$ cat config.mk
export PLATFORM = sky130hd
export DESIGN_NAME = if_fetch
export DESIGN_NICKNAME = d
export VERILOG_FILES = /design/src/rtl/if_fetch.sv
export SDC_FILE = /design/constraint.sdc
export NUM_CORES = 1
export LEC_CHECK = 0
export BUFFER_PORTS_ARGS = -buffer_cell sky130_fd_sc_hd__buf_2
export CAP_MARGIN = 30
export CELL_PAD_IN_SITES_DETAIL_PLACEMENT = 1
export CELL_PAD_IN_SITES_GLOBAL_PLACEMENT = 2
export CORE_AREA = 4 4 102 104
export CTS_BUF_LIST = sky130_fd_sc_hd__clkbuf_8
export CTS_CLUSTER_DIAMETER = 60
export DETAILED_ROUTE_END_ITERATION = 8
export DIE_AREA = 0 0 106 108
export PLACE_DENSITY_LB_ADDON = 0.1
export REMOVE_ABC_BUFFERS = 1
export SLEW_MARGIN = 30
export SYNTH_ARGS = -nofsm -noshare
export SYNTH_HDL_FRONTEND = slang
export SYNTH_SLANG_ARGS = --single-unit
$ cat constraint.sdc
create_clock -name clk -period 2.07 [get_ports clk]
set_clock_uncertainty 0.2 [all_clocks]
set_input_delay 0.5175 -clock clk [delete_from_list [all_inputs] [get_ports clk]]
set_output_delay 0.5175 -clock clk [all_outputs]
set_load 0.02 [all_outputs]
$ cat src/rtl/if_fetch.sv
// Instruction fetch stage: reads the program ROM byte by byte, assembles one- and
// two-byte instructions into a registered IF/ID slot with a valid/ready handshake.
module if_fetch #(
    parameter logic [7:0] RESET_PC = 8'h00
) (
    input  logic       clk,
    input  logic       rst_n,
    output logic [7:0] rom_addr,
    output logic       rom_read,
    output logic       rom_ena,
    input  logic [7:0] rom_data,
    output logic [7:0] ir_op,
    output logic [7:0] ir_arg,
    output logic       ir_two,
    output logic [7:0] ir_pc,
    output logic       ir_valid,
    input  logic       id_ready,
    input  logic       redirect,
    input  logic [7:0] redirect_pc,
    output logic       halted
);

    typedef enum logic [1:0] {S_OP, S_ARG, S_WAIT, S_HALT} state_e;

    state_e     state_q, state_d;
    logic [7:0] pc_q, pc_d;
    logic [7:0] hold_op_q, hold_op_d;
    logic [7:0] hold_arg_q, hold_arg_d;
    logic       hold_two_q, hold_two_d;
    logic [7:0] hold_pc_q, hold_pc_d;
    logic [7:0] ir_op_q, ir_op_d;
    logic [7:0] ir_arg_q, ir_arg_d;
    logic       ir_two_q, ir_two_d;
    logic [7:0] ir_pc_q, ir_pc_d;
    logic       ir_valid_q, ir_valid_d;
    logic       slot_free;

    function automatic logic is_two_byte(input logic [7:0] op);
        return op[7:5] inside {3'b001, 3'b010, 3'b011};
    endfunction

    function automatic logic is_hlt(input logic [7:0] op);
        return op[7:5] == 3'b111;
    endfunction

    assign slot_free = !ir_valid_q || id_ready;

    // NOTE: sequential state uses non-blocking assignments only; reset is sampled on the edge.
    always_ff @(posedge clk) begin
        if (!rst_n) begin
            state_q    <= S_OP;
            pc_q       <= RESET_PC;
            hold_op_q  <= 8'h00;
            hold_arg_q <= 8'h00;
            hold_two_q <= 1'b0;
            hold_pc_q  <= 8'h00;
            ir_op_q    <= 8'h00;
            ir_arg_q   <= 8'h00;
            ir_two_q   <= 1'b0;
            ir_pc_q    <= 8'h00;
            ir_valid_q <= 1'b0;
        end else begin
            state_q    <= state_d;
            pc_q       <= pc_d;
            hold_op_q  <= hold_op_d;
            hold_arg_q <= hold_arg_d;
            hold_two_q <= hold_two_d;
            hold_pc_q  <= hold_pc_d;
            ir_op_q    <= ir_op_d;
            ir_arg_q   <= ir_arg_d;
            ir_two_q   <= ir_two_d;
            ir_pc_q    <= ir_pc_d;
            ir_valid_q <= ir_valid_d;
        end
    end

    // NOTE: every signal gets a hold default first so no path infers a latch.
    always_comb begin
        state_d    = state_q;
        pc_d       = pc_q;
        hold_op_d  = hold_op_q;
        hold_arg_d = hold_arg_q;
        hold_two_d = hold_two_q;
        hold_pc_d  = hold_pc_q;
        ir_op_d    = ir_op_q;
        ir_arg_d   = ir_arg_q;
        ir_two_d   = ir_two_q;
        ir_pc_d    = ir_pc_q;
        ir_valid_d = ir_valid_q && !id_ready;

        if (redirect) begin
            state_d    = S_OP;
            pc_d       = redirect_pc;
            ir_valid_d = 1'b0;
        end else begin
            unique case (state_q)
                S_OP: begin
                    pc_d      = pc_q + 8'd1;
                    hold_op_d = rom_data;
                    hold_pc_d = pc_q;
                    if (is_two_byte(rom_data)) begin
                        state_d = S_ARG;
                    end else if (slot_free) begin
                        ir_op_d    = rom_data;
                        ir_arg_d   = 8'h00;
                        ir_two_d   = 1'b0;
                        ir_pc_d    = pc_q;
                        ir_valid_d = 1'b1;
                        state_d    = is_hlt(rom_data) ? S_HALT : S_OP;
                    end else begin
                        hold_arg_d = 8'h00;
                        hold_two_d = 1'b0;
                        state_d    = S_WAIT;
                    end
                end
                S_ARG: begin
                    pc_d = pc_q + 8'd1;
                    if (slot_free) begin
                        ir_op_d    = hold_op_q;
                        ir_arg_d   = rom_data;
                        ir_two_d   = 1'b1;
                        ir_pc_d    = hold_pc_q;
                        ir_valid_d = 1'b1;
                        state_d    = S_OP;
                    end else begin
                        hold_arg_d = rom_data;
                        hold_two_d = 1'b1;
                        state_d    = S_WAIT;
                    end
                end
                S_WAIT: begin
                    if (slot_free) begin
                        ir_op_d    = hold_op_q;
                        ir_arg_d   = hold_arg_q;
                        ir_two_d   = hold_two_q;
                        ir_pc_d    = hold_pc_q;
                        ir_valid_d = 1'b1;
                        state_d    = is_hlt(hold_op_q) ? S_HALT : S_OP;
                    end
                end
                S_HALT: ;
                default: state_d = S_OP;
            endcase
        end
    end

    always_comb begin
        rom_read = rst_n && (state_q == S_OP || state_q == S_ARG);
        rom_ena  = rom_read;
        halted   = (state_q == S_HALT);
    end

    assign rom_addr = pc_q;
    assign ir_op    = ir_op_q;
    assign ir_arg   = ir_arg_q;
    assign ir_two   = ir_two_q;
    assign ir_pc    = ir_pc_q;
    assign ir_valid = ir_valid_q;

endmodule

==> results.md, run 1 <==
* Status: finished clean
* Ys Warns at 0
* Bufs and invs on worst path at 2
* Number of max-cap violations at 0
* Cts hold-fix bufs at 0
* Cell family with the largest share of critical-path delay: flip-flops
* Antenna diodes at 0
* Max-slew headroom at 0.730
* Antenna violations before repair at 0
* Top Layer Used: met4
* Startpoint Class: flop
* Via count at 2576
* Maximum vdd drop at 0.000301 V
* Worst path slowest cell: dfxtp_4
* Initial cell density of the core at 0.302
* Crit Path Max Fanout at 4
* CTS tree: done
* Adder-Cell Fraction of Synth Area at 0.0217
* Horiz. Die Dim at 106 um
* Worst EP required at 1.35 ns
* Num CTS Buffers at 9
* Core area at 9550 um2
* Max Root-Sink Buffers at 2
* Hold Slack at about 0.22 ns
* Root buffer cell: clkbuf_8
* Commonest cells after routing, fill and taps aside: nand2_1, dfxtp_1, buf_2
* Syn_area_per_cell at 8.82 um2
* RePlAce Congestion at approximately 0.76
* DIE AREA at 11400 um2
* Proportion of layout cells with a drive suffix above 1 at 0.280
* Final setup vio count at 0
* #FFs+latches synth at 61
* I/O pin total at between 50 and 60
* Initial drt markers at 76
* Vias in the first global route at approximately 2.7k
* Gr usage total at 0.158
* Skew-Pair Late Insertion Delay at ~0.34 ns
* Post-Syn Area at 2890 um2
* Average wire per standard cell at 15.6 um
* Main combinational cell family by area after synthesis: compound AO/OA/AOI/OAI gates
* Commonest non-fill, non-tap cell in the layout: nand2_1
* Layout fillers at 1160
* HP Class: primary input to flop
* XOR/XNOR Fraction of Synth Area at 0.0182
* Tcrit/Tclk final at 0.971
* Synth Area in Simple Gates at 0.181
* Metal2 WL at 3930 um
* DRT Pass-1 Iters at 4
* IO Port Bufs at 56
* CP Cell Sequence: inv_2, ha_4, nor2_4, nor2b_2, buf_4
* Worst slew pin tran at 0.400 ns
* Post-Syn Instances at between 300 and 400
* First-pass GRT wire length at 14100 um
* Synth unique cells at 42
* Minimum clock period after layout at around 2.0 ns
* Vias/cell at 4.80
* Clk sink count at 61
* DRC violations left at 0
* Mux share of post-synthesis cell area at 0.0867
* Total gr overflow at 0
* Overall power at 3270 uW
* Post-synthesis sequential area ratio at 0.423
* Post-synthesis compound-gate area fraction at 0.213
* Final HPWL DP at 6030 um
* Nets at 424
* Hold Fails Final Rpt at 0
* R2r setup slk at 0.15 ns
* Met3 wire len at 280 um
* WS Path Type: flop to primary output
* Register-to-Register Path Depth at 8
* Highest clock rate at roughly 500 MHz
* Worst Hold Depth at 3
* Critical path depth at 5
* Clock-pin slew on the worst setup and hold paths at 0.07 ns
* WP data arrival at 1.29 ns
* Worst path max stage delay at roughly 0.37 ns
* Die height at 108 um
* Pwr/cell area at 875 nW/um2
* Slew Viols, Final at 0
* RSZ-0062 raised after global routing: true
* Routed Antenna Nets at 0
* Met1 Routed Length at 4010 um
* Leakage Power at 0.00171 uW
* Largest net degree at the start of global routing at 29
* Area Growth Syn to Fin at 29.7%
* Endpoint class of the critical path: primary output
* Std-Cell Rows at 36
* WL final at 8360 um
* H-tree levels at 3
## sequential cells by signal, indices dropped and copies added, names as in the netlist
register / cells
hold_arg_q: 8
hold_op_q: 8
hold_pc_q: 8
ir_arg: 8
ir_op: 8
ir_pc: 8
rom_addr: 8
state_q: 2
hold_two_q: 1
ir_two: 1
ir_valid: 1
## kinds of logic (layout without fill, tap and decap cells)
| kind of cell | after synthesis | after routing |
|---|---|---|
| flip-flops | 61 | 61 |
| AO/OA/AOI/OAI | 79 | 79 |
| AND/OR/NAND/NOR | 121 | 121 |
| buffers and inverters | 30 | 107 |
| XOR/XNOR | 6 | 6 |
| adder cells (fa/ha/maj) | 5 | 5 |
| multiplexers | 25 | 25 |
## worst register-to-register path: cells and delay by family (launching register included)
family | cells | cell delay [ns]
xor+xnor | 1 | 0.16
compound gates | 1 | 0.09
buf+inv | 3 | 0.36
simple gates | 2 | 0.47
flops | 1 | 0.37
fa+ha+maj | 1 | 0.16
## routing by layer
layer / vias up / GRT usage
li1: 1281 / -
met1: 1240 / 0.198
met5: - / 0
met3: 11 / 0.0304
met4: 0 / 0.0611
met2: 44 / 0.269
## power by group
part	switching [uW]	leakage, uW	internal (uW)
Clock	492	0.000121	795
Sequential	55.8	0.000500	1250
Combinational	390	0.00109	291
Total	938	0.00171	2340
## metrics by stage
stage / utilization / setup TNS [ns] / cells / worst slack [ns] / instance area [um2]
6_report: 0.392 / 0 / 537 / 0.0602 / 3740
5_1_grt: 0.392 / -0.0367 / 537 / -0.0193 / 3740
4_1_cts: 0.391 / 0 / 536 / 0.00502 / 3730
3_5_place_dp: 0.361 / 0 / 519 / 0.0192 / 3450
3_3_place_gp: 0.361 / 0 / 519 / 0.0561 / 3450
2_1_floorplan: - / -15.58 / 300 / -0.875 / 2740
## layout make-up
class | instances | area, um2 | area share
well taps | 133 | 166 | 0.0445
clock buffers | 9 | 124 | 0.0331
clock inverters | 7 | 115 | 0.0307
flip-flops and latches | 61 | 1220 | 0.327
inverters | 3 | 11.3 | 0.00301
multi-input cells | 236 | 1540 | 0.411
repair buffers | 88 | 563 | 0.150
## path summary, 6_finish.rpt
check,start,end
setup / recovery,state_q[0]$_SDFFE_PP0P_,rom_ena
hold / removal,redirect_pc[7],rom_addr[7]$_SDFFE_PN0P_
setup reg to reg,state_q[0]$_SDFFE_PP0P_,rom_addr[7]$_SDFFE_PN0P_
hold reg to reg,hold_pc_q[2]$_SDFFE_PN0P_,hold_pc_q[2]$_SDFFE_PN0P_
## synth_stat cells
cell type	n	share of area
xor2_1	3	0.0091
a22o_1	7	0.021
dfxtp_1	61	0.42
mux2i_1	25	0.087
a22o_2	1	0.0035
inv_1	2	0.0026
o2111ai_1	1	0.0030
nor2b_1	4	0.0087
nor3_1	2	0.0035
a31oi_1	2	0.0043
a2111o_1	1	0.0039
clkbuf_1	14	0.018
o21ba_4	1	0.0056
nor4b_1	2	0.0061
clkinv_1	1	0.0013
nand4_1	1	0.0022
buf_2	5	0.0087
and2_1	4	0.0087
o21a_1	1	0.0026
nand2b_1	1	0.0022
nor4_1	1	0.0022
o41ai_1	1	0.0030
a211oi_1	1	0.0026
and3_1	1	0.0022
o211a_1	17	0.059
buf_6	4	0.016
nand3_1	19	0.033
a21boi_0	13	0.034
a21oi_1	8	0.014
ha_1	5	0.022
a311oi_1	1	0.0030
buf_4	3	0.0078
xnor2_1	3	0.0091
o21ai_1	8	0.014
a21o_1	1	0.0026
nand2_1	77	0.10
buf_1	1	0.0013
a21boi_1	4	0.010
a2111oi_4	1	0.0095
o21ai_0	10	0.017
or3_1	1	0.0022
nor2_1	8	0.010
## what timing repair did
action	4_1_cts	5_1_grt
pin swaps	2	2
gates resized for setup	11	3
buffers inserted	1	1
setup endpoints to repair	2	4
Note: power is estimated with default switching activity, not from simulation.
==> run 2: changes to the inputs <==
--- a/config.mk
+++ b/config.mk
@@ -7,14 +7,13 @@
 export LEC_CHECK = 0
 export BUFFER_PORTS_ARGS = -buffer_cell sky130_fd_sc_hd__buf_2
 export CAP_MARGIN = 30
-export CELL_PAD_IN_SITES_DETAIL_PLACEMENT = 1
-export CELL_PAD_IN_SITES_GLOBAL_PLACEMENT = 2
-export CORE_AREA = 4 4 102 104
+export CORE_AREA = 4 4 81 83
 export CTS_BUF_LIST = sky130_fd_sc_hd__clkbuf_8
 export CTS_CLUSTER_DIAMETER = 60
 export DETAILED_ROUTE_END_ITERATION = 8
-export DIE_AREA = 0 0 106 108
-export PLACE_DENSITY_LB_ADDON = 0.1
+export DIE_AREA = 0 0 85 87
+export PLACE_DENSITY = 0.75
+export RECOVER_POWER = 100
 export REMOVE_ABC_BUFFERS = 1
 export SLEW_MARGIN = 30
 export SYNTH_ARGS = -nofsm -noshare
==> results.md, run 2 (same netlist as run 1, synthesis figures left out) <==
* Status: finished clean (unchanged)
* Final setup vio count at 0 (unchanged)
* Clk sink count at 61 (unchanged)
* Area occupied by multi-input gates at 1540 um2 (unchanged)
* Maximum vdd drop at 0.000524 V (was 0.000301 V)
* WL final at 6700 um (was 8360 um)
* Critical path depth at 5 (unchanged)
* Commonest cells after routing, fill and taps aside: nand2_1, dfxtp_1, clkbuf_1 (was nand2_1, dfxtp_1, buf_2)
* Initial cell density of the core at 0.493 (was 0.302)
* Cell family with the largest share of critical-path delay: flip-flops (unchanged)
* Final HPWL DP at 4640 um (was 6030 um)
* Worst path slowest cell: dfxtp_4 (unchanged)
* Root buffer cell: clkbuf_8 (unchanged)
* Slew Viols, Final at 0 (unchanged)
* CTS tree: done (unchanged)
* Crit Path Max Fanout at 4 (unchanged)
* Max-slew headroom at 0.683 (was 0.730)
* Via count at 2566 (was 2576)
* Switching part of the total power at 0.296 (was 0.287)
* Register-to-Register Path Depth at 8 (unchanged)
* Pwr/cell area at 842 nW/um2 (was 875 nW/um2)
* Nets at 414 (was 424)
* Place WS at -0.00422 ns (was 0.0192 ns)
* Average wire per standard cell at 14.3 um (was 15.6 um)
* Worst Hold Depth at 3 (unchanged)
* Vias in the first global route at 2443 (was 2704)
* Startpoint Class: flop (unchanged)
* Clock-pin slew on the worst setup and hold paths at 0.06 ns (was 0.07 ns)
* Largest net degree at the start of global routing at 51 (was 29)
* First-pass GRT wire length at 11300 um (was 14100 um)
* Core area at 5850 um2 (was 9550 um2)
* Hold Slack at 0.231 ns (was 0.219 ns)
* RR Startpoint: state_q[0]$_SDFFE_PP0P_ (unchanged)
* Seq. cell area at 1230 um2 (was 1220 um2)
* Hold EP: rom_addr[7]$_SDFFE_PN0P_ (unchanged)
* HP Start: redirect_pc[7] (unchanged)
* DRC violations left at 0 (unchanged)
* Bufs and invs on worst path at 2 (unchanged)
* R2r setup slk at 0.11 ns (was 0.15 ns)
* IO Port Bufs at 56 (unchanged)
* Final Cell Area at 3520 um2 (was 3740 um2)
* R2r endpoint: ir_pc[5]$_SDFFE_PN0P_ (was rom_addr[7]$_SDFFE_PN0P_)
* Sequential fraction of design power at 0.440 (was 0.399)
* Std-Cell Rows at 28 (was 36)
* Die height at 87 um (was 108 um)
* WP data arrival at 1.28 ns (was 1.29 ns)
* Tcrit/Tclk final at 0.967 (was 0.971)
* Cts hold-fix bufs at 0 (unchanged)
* Worst EP required at 1.35 ns (about the same)
* Antenna violations before repair at 0 (unchanged)
* Max Root-Sink Buffers at 2 (unchanged)
* Horiz. Die Dim at 85 um (was 106 um)
* Layout fillers at 551 (was 1160)
* Worst path max stage delay at 0.36 ns (was 0.37 ns)
* Area Growth Syn to Fin at 22.1% (was 29.7%)
* Vias/cell at 5.47 (was 4.80)
* Placed Area at 3300 um2 (was 3450 um2)
* I/O pin total at 57 (unchanged)
* Total gr overflow at 0 (unchanged)
* Worst slew pin tran at 0.471 ns (was 0.400 ns)
* Initial drt markers at 184 (was 76)
* DRT Pass-1 Iters at 4 (unchanged)
* Worst setup startpoint: state_q[0]$_SDFFE_PP0P_ (unchanged)
* Number of max-cap violations at 0 (unchanged)
* Skew-Pair Late Insertion Delay at 0.34 ns (about the same)
* P_int at 2090 uW (was 2340 uW)
* Proportion of layout cells with a drive suffix above 1 at 0.178 (was 0.280)
* Clk pwr share at 0.348 (was 0.393)
* Endpoint class of the critical path: primary output (unchanged)
* Sw Pwr at 879 uW (was 938 uW)
* Num CTS Buffers at 9 (unchanged)
* CP Cell Sequence: inv_1, ha_4, nor2_4, nor2b_2, buf_4 (was inv_2, ha_4, nor2_4, nor2b_2, buf_4)
* Hold Fails Final Rpt at 0 (unchanged)
* Routed Antenna Nets at 0 (unchanged)
* Gr usage total at 0.191 (was 0.158)
* Logic pwr share at 0.212 (was 0.208)
* WS Path Type: flop to primary output (unchanged)
* Leakage Power at 0.00152 uW (was 0.00171 uW)
* Minimum clock period after layout at 2.00 ns (was 2.01 ns)
* Overall power at 2970 uW (was 3270 uW)
* RePlAce Congestion at 0.861 (was 0.764)
* Antenna diodes at 0 (unchanged)
* H-tree levels at 3 (unchanged)
* Commonest non-fill, non-tap cell in the layout: nand2_1 (unchanged)
* Worst setup margin at 0.0686 ns (was 0.0602 ns)
* HP Class: primary input to flop (unchanged)
* DIE AREA at 7400 um2 (was 11400 um2)
* Setup TNS Final at 0 ns (unchanged)
* Highest clock rate at 500 MHz (was 498 MHz)
## run 2: changes by cell type in the layout (fill, tap and decap cells not counted), moves of 2 or more
cell,change
a21boi_1,-4
buf_2,-32
buf_4,-12
clkbuf_1,+32
a21boi_0,+4
inv_1,+2
bufinv_16,-2
## run 2: how the worst max path moves through the flow
stage | endpoint | slack [ns]
floorplan | ir_op[0]$_SDFFE_PN0P_ | -0.88
global placement | hold_arg_q[0]$_SDFFE_PN0P_ | 0.04
detailed placement | hold_arg_q[6]$_SDFFE_PN0P_ | -0.004
CTS | rom_ena | 0.005
global route | rom_read | -0.002
finish | rom_ena | 0.07
## run 2: metrics by stage
step	instances	utilization
floorplan	300	-
global placement	450	0.565
detailed placement	450	0.565
CTS	466	0.605
global route	469	0.602
finish	469	0.602
## run 2: worst reg2reg max path: cells and delay by family, from the launching register on
family	cells	cell delay, ns
and+or+nand+nor	2	0.17
adders and majority gates	1	0.16
DFF	1	0.36
AOI/OAI and AO/OA	2	0.45
buffers and inverters	3	0.52
## run 2: area by class of cell
cell class                 instances  area share
clock buffer                      10      0.0391
clock inverter                     6      0.0156
inverter                           3     0.00320
multi-input combinational        236       0.437
sequential                        61       0.349
tap                               75      0.0266
timing repair buffer              78       0.130
## run 2: timing repair
item	4_1_cts	5_1_grt
pin swaps	2	2
setup buffers	0	3
gates resized for setup	12	2
setup endpoints to repair	2	2
cloned	0	0
## run 2: power by group through the flow
stage               sequential (uW)  clock, uW  combinational, uW
global route                   1320       1120                688
finish                         1310       1030                630
global placement               1330          0                610
detailed placement             1330          0                616
CTS                            1300       1060                638
floorplan                      1390          0                304
## run 2: per-layer routing
layer	wire, um	global-route usage	vias to the layer above
li1	-	-	1272
met1	3100	0.244	1197
met2	3020	0.300	81
met3	392	0.0426	16
met4	180	0.105	0
met5	0	0	-
